`src/rtl/osiris_fb_pkg.sv`:
```
// Framebuffer geometry and write-entry type shared by the arbiter and the VGA controller.
package osiris_fb_pkg;
  localparam int FB_WIDTH  = 320;
  localparam int FB_HEIGHT = 240;
  localparam int FB_DEPTH  = FB_WIDTH * FB_HEIGHT;
  localparam int ADDR_W    = 17;
  localparam int PIX_W     = 2;

  typedef struct packed {
    logic [ADDR_W-1:0] addr;
    logic [PIX_W-1:0]  data;
  } wr_entry_t;
endpackage

```
`src/rtl/fb_write_fifo.sv`:
```
// Synchronous FIFO with registered level and a head entry valid while non-empty.
// Pushes into a full FIFO and pops from an empty one are ignored.
module fb_write_fifo #(
  parameter int DEPTH = 8,
  parameter int W     = 19
) (
  input  logic                     clk_i,
  input  logic                     reset_n_i,
  input  logic                     push_i,
  input  logic [W-1:0]             push_dat_i,
  input  logic                     pop_i,
  output logic [W-1:0]             head_o,
  output logic                     full_o,
  output logic                     empty_o,
  output logic [$clog2(DEPTH):0]   level_o
);
  localparam int AW = $clog2(DEPTH);

  logic [W-1:0] mem_q [DEPTH];
  logic [AW:0]  wr_ptr_q, rd_ptr_q, level_q;
  logic         push_ok, pop_ok;

  assign full_o  = (level_q == (AW+1)'(DEPTH));
  assign empty_o = (level_q == '0);
  assign level_o = level_q;
  assign head_o  = mem_q[rd_ptr_q[AW-1:0]];
  assign push_ok = push_i && !full_o;
  assign pop_ok  = pop_i && !empty_o;

  always_ff @(posedge clk_i) begin
    if (push_ok) mem_q[wr_ptr_q[AW-1:0]] <= push_dat_i;
  end

  // Pointers carry an extra wrap bit; occupancy is tracked separately in level_q.
  always_ff @(posedge clk_i) begin
    if (!reset_n_i) begin
      wr_ptr_q <= '0;
      rd_ptr_q <= '0;
      level_q  <= '0;
    end else begin
      if (push_ok) wr_ptr_q <= wr_ptr_q + 1'b1;
      if (pop_ok)  rd_ptr_q <= rd_ptr_q + 1'b1;
      level_q <= level_q + (AW+1)'(push_ok) - (AW+1)'(pop_ok);
    end
  end
endmodule

```
`src/rtl/framebuf_arbiter.sv`:
```
// Single-port framebuffer arbiter: VGA reads win every cycle, buffered capture writes
// drain on read-free cycles; tracks out-of-bounds writes and write starvation.
module framebuf_arbiter
  import osiris_fb_pkg::*;
#(
  parameter int ADDR_W       = osiris_fb_pkg::ADDR_W,
  parameter int PIX_W        = osiris_fb_pkg::PIX_W,
  parameter int FB_DEPTH     = osiris_fb_pkg::FB_DEPTH,
  parameter int FIFO_DEPTH   = 8,
  parameter int STARVE_LIMIT = 1024
) (
  input  logic                          vga_clk_25,
  input  logic                          reset_n,
  input  logic                          rd_en,
  input  logic [ADDR_W-1:0]             rd_addr,
  output logic [PIX_W-1:0]              rd_data,
  input  logic                          wr_valid,
  output logic                          wr_ready,
  input  logic [ADDR_W-1:0]             wr_addr,
  input  logic [PIX_W-1:0]              wr_data,
  output logic [ADDR_W-1:0]             ram_addr,
  output logic                          ram_we,
  output logic [PIX_W-1:0]              ram_wdata,
  input  logic [PIX_W-1:0]              ram_rdata,
  output logic [$clog2(FIFO_DEPTH):0]   fifo_level,
  output logic                          err_oob,
  output logic                          err_starve
);
  localparam int CW = $clog2(STARVE_LIMIT + 1);

  wr_entry_t     push_ent, head_ent;
  logic          full, empty, in_bounds, push, pop;
  logic          rd_pend_q;
  logic [PIX_W-1:0] hold_q;
  logic          err_oob_q, err_oob_d, err_starve_q, err_starve_d;
  logic [CW-1:0] starve_cnt_q, starve_cnt_d;

  assign in_bounds     = {1'b0, wr_addr} < (ADDR_W+1)'(FB_DEPTH);
  assign wr_ready      = !full;
  assign push          = wr_valid && !full && in_bounds;
  // Gating with reset_n keeps a queued write from reaching the RAM on the reset cycle.
  assign pop           = reset_n && !rd_en && !empty;
  assign push_ent.addr = wr_addr;
  assign push_ent.data = wr_data;

  fb_write_fifo #(
    .DEPTH (FIFO_DEPTH),
    .W     ($bits(wr_entry_t))
  ) u_fifo (
    .clk_i      (vga_clk_25),
    .reset_n_i  (reset_n),
    .push_i     (push),
    .push_dat_i (push_ent),
    .pop_i      (pop),
    .head_o     (head_ent),
    .full_o     (full),
    .empty_o    (empty),
    .level_o    (fifo_level)
  );

  always_comb begin
    ram_addr  = rd_addr;
    ram_we    = 1'b0;
    ram_wdata = head_ent.data;
    if (pop) begin
      ram_addr = head_ent.addr;
      ram_we   = 1'b1;
    end
  end

  assign rd_data = rd_pend_q ? ram_rdata : hold_q;

  always_comb begin
    starve_cnt_d = starve_cnt_q;
    if (empty || pop)
      starve_cnt_d = '0;
    else if (rd_en && starve_cnt_q != CW'(STARVE_LIMIT))
      starve_cnt_d = starve_cnt_q + 1'b1;
    err_starve_d = err_starve_q || (starve_cnt_d == CW'(STARVE_LIMIT));
    err_oob_d    = err_oob_q || (wr_valid && !full && !in_bounds);
  end

  always_ff @(posedge vga_clk_25) begin
    if (!reset_n) begin
      rd_pend_q    <= 1'b0;
      hold_q       <= '0;
      err_oob_q    <= 1'b0;
      err_starve_q <= 1'b0;
      starve_cnt_q <= '0;
    end else begin
      rd_pend_q    <= rd_en;
      hold_q       <= rd_data;
      err_oob_q    <= err_oob_d;
      err_starve_q <= err_starve_d;
      starve_cnt_q <= starve_cnt_d;
    end
  end

  assign err_oob    = err_oob_q;
  assign err_starve = err_starve_q;
endmodule

```
`config.mk`:
```
export PLATFORM = sky130hd
export DESIGN_NAME = framebuf_arbiter
export DESIGN_NICKNAME = d
export VERILOG_FILES = /design/src/rtl/osiris_fb_pkg.sv /design/src/rtl/fb_write_fifo.sv /design/src/rtl/framebuf_arbiter.sv
export SDC_FILE = /design/constraint.sdc
export NUM_CORES = 1
export LEC_CHECK = 0
export CORE_MARGIN = 8
export CORE_UTILIZATION = 60
export CTS_BUF_LIST = sky130_fd_sc_hd__clkbuf_16
export DETAILED_ROUTE_END_ITERATION = 10
export GPL_ROUTABILITY_DRIVEN = 0
export PLACE_DENSITY = 0.82
export SYNTH_ARGS = -nofsm -noshare
export SYNTH_HDL_FRONTEND = slang
export SYNTH_SLANG_ARGS = --single-unit
export TNS_END_PERCENT = 50
```
`constraint.sdc`:
```
create_clock -name vga_clk_25 -period 6.1 [get_ports vga_clk_25]
set_input_delay 1.22 -clock vga_clk_25 [delete_from_list [all_inputs] [get_ports vga_clk_25]]
set_output_delay 1.22 -clock vga_clk_25 [all_outputs]
set_load 0.02 [all_outputs]
```
* Yosys cells after proc, flatten, opt, wreduce, memory -nomap -nowiden
Memories as Yosys holds them, arrays and structs flattened. A register that Yosys moved wholly into a read port is not among the register bits.
Cells that the tools add are included.
** Storage, ports and cells
- Bits in registers :: 28
- Latch bits :: 0
- Memory bits (writable) :: 152
- Bits in read-only memories :: 0
- Output and inout bits :: 29
- Logic and storage cells :: 43
- Memories kept :: 1
** Memory list
- u_fifo.mem_q :: words 8, width 19, rd ports 1, clocked after Yosys merged registers in 1, wr ports 1, RTL line fb_write_fifo.sv:19 : logic [W-1:0] mem_q [DEPTH];
** Cells by class
- Add/subtract/negate cells :: 5
- Multiply operators :: 0
- Div/mod/pow operators :: 0
- Magnitude comparators :: 1
- Equal/unequal tests :: 3
- Shift operators :: 0
- Muxes and demuxes :: 9
- Bitwise gates (word level) :: 0
- Reductions and logical operators :: 16
** Operators by type and width (count)
- $mux 11 :: 2
- $lt 17x17->1 const B :: 1
- $mux 17 :: 1
- $add 11x1->11 const B :: 1
- $eq 11x11->1 const B :: 1
- $ne 11x11->1 const B :: 1
- $add 4x1->4 const B :: 2
- $logic_and 1x1->1 :: 8
- $mux 3 :: 2
- $add 4x1->4 :: 1
- $eq 4x4->1 const B :: 1
- $logic_not 1->1 :: 4
- $logic_not 4->1 :: 1
- $sub 4x1->4 :: 1
- $logic_or 1x1->1 :: 3
- $mux 1 :: 3
- $mux 2 :: 1

* Depth between registers and ports, before layout
- Depth after elaboration :: 7
- Mapped depth :: 13
- Depth with buffers taken out :: 11

* Cells and area by module
From an unflattened synthesis, not the netlist that was laid out.
** Second synthesis, totals
- Cell total of the unflattened synthesis :: 415
- Area total of the unflattened synthesis :: 7644.8 µm²
** Modules (own cells, without submodules)
- fb_write_fifo :: instances 1, cells each 296, area each 6521.3 µm²
- framebuf_arbiter :: instances 1, cells each 119, area each 1123.6 µm²

* Worst setup path after synthesis
No wires, ideal clock.
- Kind :: input to register
- Start :: input port wr_addr[10]
- End :: memory u_fifo.mem_q[4][0] (enable)
- Setup time :: 0.423 ns
- Arrival time :: 3.581 ns
- Data required time :: 5.677 ns
- Path slack :: 2.096 ns
- Stages on the path :: 5
- Buffers on the path :: 0
- Path through :: a21o_1 a211o_1 a21oi_2 nand2b_1 nor3b_1
** Between the ends
- Cells in the longest elaborated chain, start to end :: 5
** Ends and longest elaborated chain
- from (decl) :: RTL line framebuf_arbiter.sv:19 : input logic [ADDR_W-1:0] wr_addr,
- $lt 17x17->1 :: RTL line framebuf_arbiter.sv:38 : assign in_bounds = {1'b0, wr_addr} < (ADDR_W+1)'(FB_DEPTH);
- $logic_and 1x1->1 :: RTL line framebuf_arbiter.sv:40 : assign push = wr_valid && !full && in_bounds;
- $logic_and 1x1->1 :: RTL line fb_write_fifo.sv:27 : assign push_ok = push_i && !full_o;
- via u_fifo.push_ok :: RTL line fb_write_fifo.sv:21 : logic push_ok, pop_ok;
- $mux 1 :: RTL line fb_write_fifo.sv:31 : if (push_ok) mem_q[wr_ptr_q[AW-1:0]] <= push_dat_i;
- $mux 1 (not written as such) :: RTL line fb_write_fifo.sv:31
- to (decl) :: RTL line fb_write_fifo.sv:19
The timed path passes the listed nets, and every way through them passes these cells.

* Worst setup path after layout
- Start :: input port reset_n
- End :: output port ram_addr[13]
** Between the ends
- Cells in the longest elaborated chain, start to end :: 3
** Ends and longest elaborated chain
- from (decl) :: RTL line framebuf_arbiter.sv:13 : input logic reset_n,
- $logic_and 1x1->1 (2 in a row) :: RTL line framebuf_arbiter.sv:42 : assign pop = reset_n && !rd_en && !empty;
- $mux 17 :: RTL line framebuf_arbiter.sv:65 : if (pop) begin
- to (decl) :: RTL line framebuf_arbiter.sv:21 : output logic [ADDR_W-1:0] ram_addr,
Every way passes these cells.

==> flow_summary.json <==
{
  "yosysWarnings": 0,
  "cts_buffer_depth": 2,
  "die-area_um2": 16100,
  "hpwl_mm": 8.96,
  "routed_via_density": 6.01,
  "dp.cells": 640,
  "cp_data_required_time_ns": 4.88,
  "clkLatencyLatePin_ns": 0.42,
  "final_common_cell": "edfxtp_1",
  "cts.sinks": 181,
  "finClkSkew_ns": 0.00560,
  "area_growth_pct": 21.2,
  "final_max_slew_viol_count": 0,
  "grt_pass1_wl_mm": 22.9,
  "cap_violations": 0,
  "arrival_ns": 3.41,
  "yosys.area.top_type": "edfxtp_1",
  "synth.yosys.seq_area_share_pct": 69.8,
  "cts_setup_buffers": 0,
  "tns_ns": 0,
  "synth_area_um2": 7370,
  "critical_path_class": "input port to output port",
  "yosys_register_bits": 181,
  "finalSetupViolCount": 0,
  "cts_root_buf": "clkbuf_16",
  "grt_remaining_overflow": 0,
  "ioPinCount": 71,
  "hold_ws_ns": 0.475,
  "synthArstFlopShare_pct": 0,
  "worstSetupEndpointType": "output port",
  "power.leakage_nw": 2.90,
  "synth_nets": 483,
  "rsz0062_at_grt": "false",
  "synth.distinct_cells": 48,
  "start_util_pct": 61.4,
  "syn_avg_cell_area_um2": 17.1,
  "worst_slew_pin_slew_ns": 0.964,
  "drtPass1Iterations": 5,
  "io_buffers": 70,
  "tritoncts": "done",
  "grt_max_degree": 39,
  "place_area_um2": 8310,
  "powerDensity_nw_per_um2": 357,
  "grt_antenna_before_repair": 0,
  "cts_htree_levels": 4,
  "wirelength_mm": 14.5,
  "synth_top_area_share_pct": 61.9,
  "cp-start-kind": "input port",
  "syn_inst": 430,
  "ys.flop_type": "edfxtp_1",
  "fin_cells": 672,
  "routedWlPerCell_um": 21.5,
  "cts_resized": 0,
  "drc": 0,
  "min_period_ns": 4.63,
  "rows": 40,
  "cts_buffers": 17,
  "vias": 4036,
  "clk_pin_slew_ns": 0.06,
  "design_area_um2": 8930,
  "core-area_um2": 12000,
  "layout_common_cells": "edfxtp_1 (152), clkdlybuf4s50_1 (70), mux4_2 (38), nor2_1 (35), dfxtp_1 (28)",
  "finalPower_mw": 3.19,
  "drive_above_1_share_pct": 20.2,
  "track_usage_pct": 19.0,
  "timing.final.crit_share_pct": 76.0,
  "worstPathMaxFanout": 23,
  "synth_area_leaders": "edfxtp_1 (62%), mux4_2 (12%), dfxtp_1 (7.9%)",
  "max_clock_freq_mhz": 216,
  "min_path_type": "flop to flop",
  "hold_viol_final": 0,
  "max-slew-margin-rel_pct": 35.7,
  "ant_nets": 0,
  "antenna_cells": 0,
  "dieHeight_um": 127,
  "die_w_um": 127,
  "synth_edf_count": 152,
  "grt_pass1_vias": 4169,
  "holdBufCountCts": 0,
  "finalNetCount": 565,
  "first_iter_violations": 352,
  "status": "complete, no violations",
  "peakVddDrop_v": 0.000241
}
[area by class of cell]
cell class,instances,area [um^2]
Sequential cell,181,5150
Fill cell,696,3080
Multi-Input combinational cell,218,2140
Timing Repair Buffer,83,798
Clock buffer,17,425
Clock inverter,15,201
Tap cell,147,184
Inverter,11,41.3
[cells in the mapped netlist (4+ instances only)]
| master | instances |
|---|---|
| nor3b_1 | 7 |
| mux4_2 | 38 |
| nor2_1 | 37 |
| dfxtp_1 | 29 |
| buf_2 | 4 |
| and2_1 | 9 |
| clkbuf_1 | 11 |
| a21oi_1 | 20 |
| nor3_1 | 6 |
| ha_1 | 10 |
| inv_1 | 11 |
| edfxtp_1 | 152 |
| mux2i_1 | 20 |
| o21ai_0 | 4 |
| xnor2_1 | 8 |
| xor2_1 | 5 |
| nand2_1 | 10 |
| mux2_2 | 4 |
[per-layer routing]
| layer | track usage (%) | routed length (um) | up-vias | share of wire, % |
|---|---|---|---|---|
| met5 | 0 | 0 | - | 0 |
| met4 | 7.98 | 267 | 0 | 1.8 |
| li1 | - | - | 1837 | - |
| met3 | 5.32 | 1050 | 19 | 7.3 |
| met2 | 31.1 | 7260 | 161 | 50 |
| met1 | 23.4 | 5890 | 2019 | 41 |
[worst paths after layout]
kind                                         from            endpoint  slack (ns)  depth (start not counted)
worst min-delay path                   err_starve          err_starve        0.47                          1
worst max register to register  u_fifo.level_o[2]  u_fifo.mem_q[5][3]        3.41                          8
worst max-delay path                      reset_n        ram_addr[13]        1.47                          6
worst min register to register         err_starve          err_starve        0.47                          1
[logic make-up after synthesis]
group / count (synthesis) / share of synthesized area [%]
compound gates: 39 / 3.50
xor+xnor: 13 / 1.55
fa+ha+maj: 11 / 1.97
buf+inv: 31 / 1.71
flops: 181 / 69.8
mux: 62 / 14.9
simple gates: 93 / 6.52
[flip-flops by register name, summed over array words and instances (netlist names), named ones only]
register         flops
u_fifo.mem_q       152
starve_cnt_q        11
u_fifo.level_o       4
u_fifo.rd_ptr_q      3
u_fifo.wr_ptr_q      3
hold_q               2
err_oob              1
err_starve           1
rd_pend_q            1
[metrics by stage]
stage	util [%]	worst slack [ns]
2_1_floorplan	-	2.10
3_3_place_gp	69.2	1.53
3_5_place_dp	69.2	1.45
4_1_cts	74.4	1.44
5_1_grt	74.4	1.26
6_report	74.4	1.47
[power breakdown]
group	total (mW)	internal, mW	switching [mW]	leakage, nW
clock network	1.14	0.688	0.453	0.302
logic	0.605	0.314	0.291	0.986
registers	1.44	1.39	0.0536	1.61
[critical path: stages]
cell	delay (ns)
clkdlybuf4s50_1	0.75
nor3b_2	0.31
buf_4	0.30
nor2_1	0.07
a21oi_1	0.13
clkdlybuf4s50_1	0.62
(Power assumes the default switching activity.)
